<file path="src/rtl/tetris_pkg.sv">
// Shared constants for the Tetris core: FSM state codes and
// default tick timing for the 10 MHz system clock.
package tetris_pkg;

    // Tick generator FSM encoding
    localparam logic [1:0] ST_IDLE  = 2'd0;
    localparam logic [1:0] ST_RUN   = 2'd1;
    localparam logic [1:0] ST_PAUSE = 2'd2;

    // Default timing at 10 MHz
    localparam int unsigned DEF_BASE_PERIOD = 10000000;
    localparam int unsigned DEF_LEVEL_STEP  = 600000;
    localparam int unsigned DEF_MIN_PERIOD  = 1000000;

    localparam int unsigned DEF_CNT_W      = 32;
    localparam int unsigned DEF_LEVEL_W    = 4;
    localparam int unsigned DEF_FAST_SHIFT = 3;

endpackage

</file>
<file path="src/rtl/tick_period_calc.sv">
// Combinational level/fast_drop -> effective tick period.
// Ports: level, fast_drop in; p_eff out (never below 1).
module tick_period_calc
    import tetris_pkg::*;
#(
    parameter int unsigned CNT_W       = DEF_CNT_W,
    parameter int unsigned BASE_PERIOD = DEF_BASE_PERIOD,
    parameter int unsigned LEVEL_W     = DEF_LEVEL_W,
    parameter int unsigned LEVEL_STEP  = DEF_LEVEL_STEP,
    parameter int unsigned MIN_PERIOD  = DEF_MIN_PERIOD,
    parameter int unsigned FAST_SHIFT  = DEF_FAST_SHIFT
) (
    input  logic [LEVEL_W-1:0] level,
    input  logic               fast_drop,
    output logic [CNT_W-1:0]   p_eff
);

    localparam int unsigned RW = CNT_W + LEVEL_W;

    localparam logic [RW-1:0] SPAN =
        RW'(BASE_PERIOD - MIN_PERIOD);
    localparam logic [RW-1:0] STEP =
        RW'(LEVEL_STEP);
    localparam logic [CNT_W-1:0] BASE =
        CNT_W'(BASE_PERIOD);
    localparam logic [CNT_W-1:0] FLOOR =
        CNT_W'(MIN_PERIOD);
    localparam logic [CNT_W-1:0] ONE =
        CNT_W'(1);

    logic [RW-1:0]    red;
    logic [CNT_W-1:0] p_lvl;
    logic [CNT_W-1:0] p_fast;

    always_comb begin
        // Wide product so high levels cannot wrap
        red = RW'(level) * STEP;

        // Saturate at the floor before subtracting
        if (red >= SPAN) begin
            p_lvl = FLOOR;
        end else begin
            p_lvl = BASE - red[CNT_W-1:0];
        end

        p_fast = p_lvl >> FAST_SHIFT;
        if (p_fast == '0) begin
            p_fast = ONE;
        end

        p_eff = fast_drop ? p_fast : p_lvl;
    end

endmodule

</file>
<file path="src/rtl/game_tick_gen.sv">
// Game-speed tick generator: one-cycle game_clk strobe whose
// period follows level and fast_drop; pause freezes the phase.
// Ports: clk, rst (async, active-high), ce, restart, level,
// fast_drop in; game_clk, running, paused out.
// Option GAME_TICK_STATS_EN adds tick_count[15:0] output.
module game_tick_gen
    import tetris_pkg::*;
#(
    parameter int unsigned CNT_W       = DEF_CNT_W,
    parameter int unsigned BASE_PERIOD = DEF_BASE_PERIOD,
    parameter int unsigned LEVEL_W     = DEF_LEVEL_W,
    parameter int unsigned LEVEL_STEP  = DEF_LEVEL_STEP,
    parameter int unsigned MIN_PERIOD  = DEF_MIN_PERIOD,
    parameter int unsigned FAST_SHIFT  = DEF_FAST_SHIFT
) (
    input  logic               clk,
    input  logic               rst,
    input  logic               ce,
    input  logic               restart,
    input  logic [LEVEL_W-1:0] level,
    input  logic               fast_drop,
    output logic               game_clk,
    output logic               running,
    output logic               paused
`ifdef GAME_TICK_STATS_EN
    ,
    output logic [15:0]        tick_count
`endif
);

    localparam logic [CNT_W-1:0] ONE =
        CNT_W'(1);
    localparam logic [CNT_W-1:0] BASE =
        CNT_W'(BASE_PERIOD);

    logic [1:0]       state_q;
    logic [1:0]       state_d;
    logic [CNT_W-1:0] cnt_q;
    logic [CNT_W-1:0] cnt_d;
    logic [CNT_W-1:0] period_q;
    logic [CNT_W-1:0] period_d;
    logic             game_clk_q;
    logic             game_clk_d;
    logic             running_q;
    logic             running_d;
    logic             paused_q;
    logic             paused_d;
    logic             tick_due;

    tick_period_calc #(
        .CNT_W       (CNT_W),
        .BASE_PERIOD (BASE_PERIOD),
        .LEVEL_W     (LEVEL_W),
        .LEVEL_STEP  (LEVEL_STEP),
        .MIN_PERIOD  (MIN_PERIOD),
        .FAST_SHIFT  (FAST_SHIFT)
    ) u_calc (
        .level     (level),
        .fast_drop (fast_drop),
        .p_eff     (period_d)
    );

    // >= rather than == so a shrunk period fires at once
    assign tick_due = (cnt_q >= period_q - ONE);

    always_comb begin
        state_d    = state_q;
        cnt_d      = cnt_q;
        game_clk_d = 1'b0;

        if (restart) begin
            cnt_d   = '0;
            state_d = ce ? ST_RUN : ST_IDLE;
        end else begin
            case (state_q)
                ST_IDLE: begin
                    cnt_d = '0;
                    if (ce) begin
                        state_d = ST_RUN;
                    end
                end
                // Resume edge counts like a normal RUN edge
                ST_RUN, ST_PAUSE: begin
                    if (!ce) begin
                        state_d = ST_PAUSE;
                    end else begin
                        state_d = ST_RUN;
                        if (tick_due) begin
                            game_clk_d = 1'b1;
                            cnt_d      = '0;
                        end else begin
                            cnt_d = cnt_q + ONE;
                        end
                    end
                end
                default: begin
                    state_d = ST_IDLE;
                    cnt_d   = '0;
                end
            endcase
        end

        running_d = (state_d == ST_RUN);
        paused_d  = (state_d == ST_PAUSE);
    end

    always_ff @(posedge clk or posedge rst) begin
        if (rst) begin
            state_q    <= ST_IDLE;
            cnt_q      <= '0;
            period_q   <= BASE;
            game_clk_q <= 1'b0;
            running_q  <= 1'b0;
            paused_q   <= 1'b0;
        end else begin
            state_q    <= state_d;
            cnt_q      <= cnt_d;
            period_q   <= period_d;
            game_clk_q <= game_clk_d;
            running_q  <= running_d;
            paused_q   <= paused_d;
        end
    end

    assign game_clk = game_clk_q;
    assign running  = running_q;
    assign paused   = paused_q;

`ifdef GAME_TICK_STATS_EN
    logic [15:0] tick_count_q;
    logic [15:0] tick_count_d;

    // Counts in step with the strobe it reports
    always_comb begin
        tick_count_d = tick_count_q;
        if (restart) begin
            tick_count_d = '0;
        end else if (game_clk_d) begin
            tick_count_d = tick_count_q + 16'd1;
        end
    end

    always_ff @(posedge clk or posedge rst) begin
        if (rst) begin
            tick_count_q <= '0;
        end else begin
            tick_count_q <= tick_count_d;
        end
    end

    assign tick_count = tick_count_q;
`endif

endmodule

</file>
<file path="config.mk">
export PLATFORM = sky130hd
export DESIGN_NAME = game_tick_gen
export DESIGN_NICKNAME = d
export VERILOG_FILES = /design/src/rtl/tetris_pkg.sv /design/src/rtl/tick_period_calc.sv /design/src/rtl/game_tick_gen.sv
export SDC_FILE = /design/constraint.sdc
export NUM_CORES = 1
export LEC_CHECK = 0
export CAP_MARGIN = 20
export CORE_UTILIZATION = 50
export DETAILED_ROUTE_END_ITERATION = 10
export MAX_ROUTING_LAYER = met4
export PLACE_DENSITY_LB_ADDON = 0.3
export SYNTH_ARGS = -nofsm -noshare
export SYNTH_HDL_FRONTEND = slang
export SYNTH_SLANG_ARGS = --single-unit
</file>
<file path="constraint.sdc">
create_clock -name clk -period 4.57 [get_ports clk]
set_input_delay 1.1425 -clock clk [delete_from_list [all_inputs] [get_ports clk]]
set_output_delay 1.1425 -clock clk [all_outputs]
set_load 0.02 [all_outputs]
</file>
==> flow_metrics.tcl, run 1 <==
set metrics [dict create \
    ant_nets 0 \
    vias 5097 \
    initial_core_util 0.524 \
    num-nets-final 784 \
    hold_violations 0 \
    async_flop_share 1.00 \
    yosysWarnings 0 \
    cts.path.max_buffers 2 \
    power_density_mw_per_mm2 328 \
    synth.avg_cell_area_sq_um 8.60 \
    dp_hpwl_um 9670 \
    route.detailed.wl_per_inst_um 15.4 \
    clk_pin_slew_ns 0.07 \
    io_buffers 11 \
    syn2layout_area_growth_pct 20.8 \
    ys.flop_type "dfrtp_1" \
    whs_endpoint "cnt_q[20]" \
    fp.coreArea_sq_mm 0.0105 \
    path_max_fanout 7 \
    clock_power_share 0.253 \
    antenna_found_initial 0 \
    worstPathRequired_ns 4.83 \
    netlist_area_sq_mm 0.00548 \
    cts_tree "built" \
    ff2ff_path_depth 16 \
    viasPerCell 5.97 \
    hp-start "cnt_q[20]" \
    timing.final.crit_share 0.984 \
    routabilityCongestion 0.861 \
    firstDrtPassIters 5 \
    final_util 0.633 \
    switching_share 0.350 \
    netlist_instances 637 \
    fillers 871 \
    rows 37 \
    hold_ws_ns 0.533 \
    rrSetupSlack_ns 0.27 \
    r2r_end "cnt_q[23]" \
    cp-end-kind "flip-flop" \
    hold_buffers 0 \
    grt_pass1_wl_um 21800 \
    worst_pin_slew_ns 0.852 \
    leakage_nw 2.91 \
    ios 12 \
    p_seq_frac 0.319 \
    seq_area_frac_synth 0.280 \
    grt_max_degree 47 \
    antenna_cells 0 \
    die-height_um 107 \
    setup_viol 0 \
    clock-sinks 61 \
    maxCapViolations 0 \
    synth.distinct_cells 77 \
    cts_buffers 9 \
    first_global_vias 4877 \
    ys_seq_elements 61 \
    rsz0062_at_grt "yes" \
    insertion_delay_ns 0.34 \
    power.switching_mw 0.760 \
    groute.usage.overall 0.243 \
    irDropWorstVdd_v 0.000176 \
    cp.arrival_ns 4.76 \
    start_kind "input pin" \
    max_freq_mhz 222 \
    cts_root_buffer "clkbuf_8" \
    multi_input_area_sq_mm 0.00384 \
    outcome "complete, no violations" \
    maxSlewViolCount 0 \
    die_width_um 107 \
    drt_wl_total_um 13200 \
    fin_crit_ns 4.50 \
    drc_errors 0 \
    power_frac_comb 0.428 \
    synth_edf_count 0 \
    relSlewSlack 0.431 \
    regArea_sq_mm 0.00154 \
    timing_worst_setup_path_type "input pin to flip-flop" \
    fin_skew_ns 0.0112 \
    p_int_mw 1.41 \
    dieArea_sq_mm 0.0114 \
    drive_gt1_frac 0.205 \
    min_path_type "flip-flop to flip-flop" \
    detail_route.iter0.violations 350 \
    r2r_start "period_q[11]" \
    cts-htree-levels 3 \
    hold_depth 1 \
    grt_overflow 0 \
]
## layer usage
metal / up-vias / track usage / routed length, um / part of all wire
li1: 2480 / - / - / -
met1: 2475 / 0.300 / 5870 / 0.45
met2: 118 / 0.409 / 6560 / 0.50
met3: 24 / 0.0389 / 522 / 0.040
met4: 0 / 0.0714 / 205 / 0.016
met5: - / - / 0 / 0
## cells in the final DEF (no fill, tap or decap), drive strengths merged, types with 4 or more instances in the layout
cell,Yosys,final
a211oi,9,9
a21o,11,11
a21oi,26,26
a31oi,19,19
and2,8,8
buf,6,74
clkbuf,18,15
clkdlybuf4s50,0,8
dfrtp,53,53
dfstp,8,8
fa,6,6
ha,56,56
inv,27,27
mux2i,7,7
nand2,54,54
nand2b,13,13
nand3,41,41
nand3b,8,8
nand4,17,17
nand4b,4,4
nor2,57,57
nor2b,10,10
nor3,19,19
nor3b,5,5
nor4,12,12
o211ai,9,9
o21a,7,7
o21ai,25,25
or2,6,6
or4,7,7
xnor2,20,20
xor2,21,21
## sequential cells by signal, summed over array words and instances, names as in the netlist
register,cells
cnt_q,32
game_clk,1
paused,1
period_q,24
running,1
state_q,2
## Yosys cell counts (4+ instances only)
| library cell | count | area, sq um |
|---|---|---|
| nand2_1 | 53 | 199 |
| mux2i_1 | 7 | 70.1 |
| a211oi_1 | 8 | 60.1 |
| nor2_1 | 56 | 210 |
| nor2b_1 | 10 | 62.6 |
| dfrtp_1 | 53 | 1330 |
| o21ai_0 | 21 | 105 |
| nand3_1 | 39 | 195 |
| a21oi_1 | 24 | 120 |
| o21ai_1 | 4 | 20.0 |
| nor3_1 | 17 | 85.1 |
| nor4_1 | 11 | 68.8 |
| a31oi_1 | 19 | 119 |
| inv_1 | 27 | 101 |
| nand2b_1 | 13 | 81.3 |
| dfstp_2 | 8 | 210 |
| or2_2 | 6 | 37.5 |
| or4_1 | 5 | 37.5 |
| buf_6 | 4 | 45.0 |
| nand3b_1 | 8 | 60.1 |
| xnor2_1 | 20 | 175 |
| and2_1 | 7 | 43.8 |
| nand4_1 | 17 | 106 |
| fa_1 | 6 | 120 |
| o211ai_1 | 8 | 60.1 |
| o21a_1 | 7 | 52.6 |
| nand4b_1 | 4 | 35.0 |
| a21o_1 | 10 | 75.1 |
| clkbuf_1 | 15 | 56.3 |
| xor2_1 | 21 | 184 |
| ha_1 | 56 | 701 |
## through the flow
stage	instance area, sq um	instances	total power, mW	setup TNS, ns	worst slack, ns
final	6620	854	2.17	0	0.0722
after global routing	6620	854	2.31	-0.151	-0.0704
after CTS	6460	848	2.14	0	0.0955
after detailed placement	6140	828	1.55	-9.03	-0.604
after global placement	6140	828	1.51	-6.70	-0.459
after floorplan	5490	639	1.25	0	0.0723
## layout make-up
cell class,instances,area share
tap,136,0.0257
clock inverter,3,0.0102
clock buffer,13,0.0240
timing repair buffer,87,0.113
sequential,61,0.232
multi-input combinational,527,0.580
inverter,27,0.0153
## power groups by stage
stage	sequential (mW)	combinational [mW]	clock [mW]
floorplan	0.692	0.561	0
global placement	0.699	0.808	0
detailed placement	0.703	0.846	0
CTS	0.693	0.888	0.560
global route	0.704	1.02	0.590
finish	0.694	0.929	0.549
## worst max path at each step
stage              from            to  cells after the start
2_1_floorplan  level[1]  period_q[17]                     11
3_3_place_gp   level[1]   period_q[5]                     13
3_5_place_dp   level[1]   period_q[5]                     13
4_1_cts        level[1]   period_q[5]                     14
5_1_grt        level[2]  period_q[17]                     13
6_report       level[2]   period_q[5]                     15
## worst max-delay path, stage by stage
cell and delay [ns]:
clkdlybuf4s15_1 0.21, fa_1 0.59, buf_6 0.12, fa_1 0.45
ha_4 0.19, buf_6 0.13, a21oi_4 0.20, a211oi_4 0.13
nor4_1 0.43, nor2_1 0.11, nand3_1 0.15, mux2_4 0.37
buf_12 0.15, or2_2 0.28, nor2b_1 0.12
## repair_timing
action	4_1_cts	5_1_grt
setup endpoints to repair	17	16
gates resized for setup	13	18
buffers inserted	4	4
gates cloned	0	2
pin swaps	11	14
## cells by family after synthesis
logic type,share of synthesized area
multiplexers,0.0183
other,0.000684
AND/OR/NAND/NOR,0.267
XOR/XNOR,0.0655
flip-flops,0.280
buffers and inverters,0.0452
adder cells (fa/ha/maj),0.150
AO/OA/AOI/OAI,0.173
(Power assumes the default switching activity.)
==> run 2: changes to the inputs <==
Settings changed: CELL_PAD_IN_SITES_DETAIL_PLACEMENT set to 2, CELL_PAD_IN_SITES_GLOBAL_PLACEMENT set to 2, CORE_UTILIZATION 50 to 40.
==> run 2 against run 1 <==
The flow now finishes with violations (setup timing). Critical path depth increased by 4. Register-to-register slack got worse by 0.93 ns. Sequential share of layout area decreased by 1.8 points. Global-route usage increased by 16 points. Combinational power increased by 46%. Cell area increased by 8.6%. Clock power increased by 36%. Sequential power increased by 7.5%. Power increased by 31%. Die area increased by 25%. Maximum frequency decreased by 14%. Critical path type is now flip-flop to flip-flop. Largest cell class unchanged.
==> flow_metrics.tcl, run 2 (synthesis gave the netlist of run 1 again) <==
set metrics [dict create \
    final_common_cell "buf_4" \
    initial_core_util 0.412 \
    die_width_um 119 \
    path_max_fanout 10 \
    viasPerCell 6.90 \
    num-nets-final 805 \
    maxSlewViolCount 0 \
    first_global_vias 6799 \
    rsz0062_at_grt "yes" \
    cp.arrival_ns 5.45 \
    setup_viol 49 \
    cp-end-kind "flip-flop" \
    cts_buffers 9 \
    groute.usage.overall 0.403 \
    fin_crit_ns 5.23 \
    route.detailed.wl_per_inst_um 35.3 \
    start_kind "flip-flop" \
    outcome "complete, but fails checks" \
    grt_pass1_wl_um 41600 \
    drive_gt1_frac 0.284 \
    io_buffers 11 \
    grt_overflow 0 \
    leakage_nw 3.15 \
    power_density_mw_per_mm2 397 \
    worstPathRequired_ns 4.79 \
    detail_route.iter0.violations 666 \
    fp.coreArea_sq_mm 0.0133 \
    whs_endpoint "cnt_q[28]" \
    power_mw 2.85 \
    maxCapViolations 0 \
    dp_hpwl_um 15000 \
    grt_max_degree 47 \
    rows 42 \
    firstDrtPassIters 5 \
    hold_buffers 0 \
    ant_nets 0 \
    hold_violations 0 \
    ios 12 \
    final_cell_mix "87 x buf_4, 53 x ha_1, 51 x nand2_1, 51 x dfrtp_1, 49 x nor2_1" \
    final_util 0.541 \
    relSlewSlack 0.352 \
    die-height_um 119 \
    cts_root_buffer "clkbuf_16" \
    antenna_found_initial 1 \
    violations "setup timing" \
    worst_pin_slew_ns 0.970 \
    rrSetupSlack_ns -0.66 \
    vias 6319 \
    hold_depth 1 \
    reg_top3 "cnt_q: 32 flops, period_q: 24 flops, state_q: 2 flops" \
    clk_pin_slew_ns 0.06 \
    largest_reg_flops 32 \
    drc_errors 0 \
    cts-htree-levels 3 \
    cts_tree "built" \
    timing.final.crit_share 1.14 \
    timing.final.ws_setup_ns -0.661 \
    max_freq_mhz 191 \
    drt_wl_total_um 32300 \
    hp-start "cnt_q[28]" \
    r2r_end "cnt_q[7]" \
    insertion_delay_ns 0.36 \
    ff2ff_path_depth 19 \
    irDropWorstVdd_v 0.000226 \
    cts.path.max_buffers 2 \
    fin_skew_ns 0.0112 \
    clock-sinks 61 \
    syn2layout_area_growth_pct 31.2 \
    regMostFlops "cnt_q" \
    tns_ns -17.62 \
    timing_worst_setup_path_type "flip-flop to flip-flop" \
    r2r_start "period_q[14]" \
    dieArea_sq_mm 0.0142 \
    routabilityCongestion 0.830 \
    min_path_type "flip-flop to flip-flop" \
]
## run 2: cell count changes in the layout (fill, tap and decap cells not counted), sizes merged
cell / change
buf: +24
clkdlybuf4s15: -2
clkinv: +2
bufinv: -1
clkbuf: -1
clkdlybuf4s50: -1
diode: +1
dlygate4sd2: -1
dlymetal6s2s: +1
## run 2: what timing repair did
| item | 4_1_cts | 5_1_grt |
|---|---|---|
| endpoints found under the setup margin | 47 | 52 |
| cloned | 0 | 1 |
| setup buffers | 10 | 14 |
| endpoints found under the hold margin | 0 | 0 |
| pin swaps | 18 | 26 |
| resized for setup | 42 | 61 |
## run 2: layout make-up
class | instances | area (sq um)
Antenna cell | 1 | 2.50
Timing Repair Buffer | 108 | 920
Fill cell | 1364 | 6110
Tap cell | 176 | 220
Multi-Input combinational cell | 527 | 4100
Clock buffer | 12 | 256
Sequential cell | 61 | 1540
Inverter | 27 | 101
Clock inverter | 4 | 47.5
## run 2: worst max-delay path by stage
stage | cells after the start | to | startpoint | slack [ns]
after detailed placement | 13 | period_q[4] | level[1] | -0.78
final | 19 | cnt_q[7] | period_q[14] | -0.66
after global placement | 12 | period_q[17] | level[1] | -0.46
after global routing | 19 | cnt_q[7] | period_q[14] | -0.68
after CTS | 13 | period_q[11] | level[3] | 0.001
after floorplan | 11 | period_q[17] | level[1] | 0.07
## run 2: through the flow
step	worst slack (ns)	hold WS, ns	cells	cell area [sq um]
2_1_floorplan	0.0723	0.497	639	5490
3_3_place_gp	-0.456	0.527	873	6230
3_5_place_dp	-0.780	0.546	873	6230
4_1_cts	0.00129	0.555	899	6790
5_1_grt	-0.676	0.609	916	7190
6_report	-0.661	0.577	916	7190
## run 2: critical path, stage by stage (launching register included)
cell and delay [ns]:
dfrtp_1 0.44, nor3_1 0.47, nand2b_1 0.32, nor3b_4 0.32, nand2b_1 0.12, or3_4 0.39, or3_4 0.39, buf_4 0.17
xor2_1 0.14, ha_1 0.34, nand4_1 0.26, nor3_1 0.46, nand2_4 0.13, o221ai_2 0.18, buf_4 0.18, nor2_4 0.07
buf_6 0.15, buf_12 0.14, a31oi_1 0.24, o22ai_1 0.15
## run 2: where the power goes
group / switching, mW / internal (mW) / total, mW
clock network: 0.298 / 0.451 / 0.749
registers: 0.116 / 0.630 / 0.746
logic: 0.809 / 0.549 / 1.36
total: 1.22 / 1.63 / 2.85
## run 2: per-layer routing
layer	global-route usage	wire (um)	up-vias
li1	-	-	2514
met5	-	0	-
met4	0.232	2620	0
met2	0.710	15600	439
met1	0.424	11900	3158
met3	0.0680	2190	208
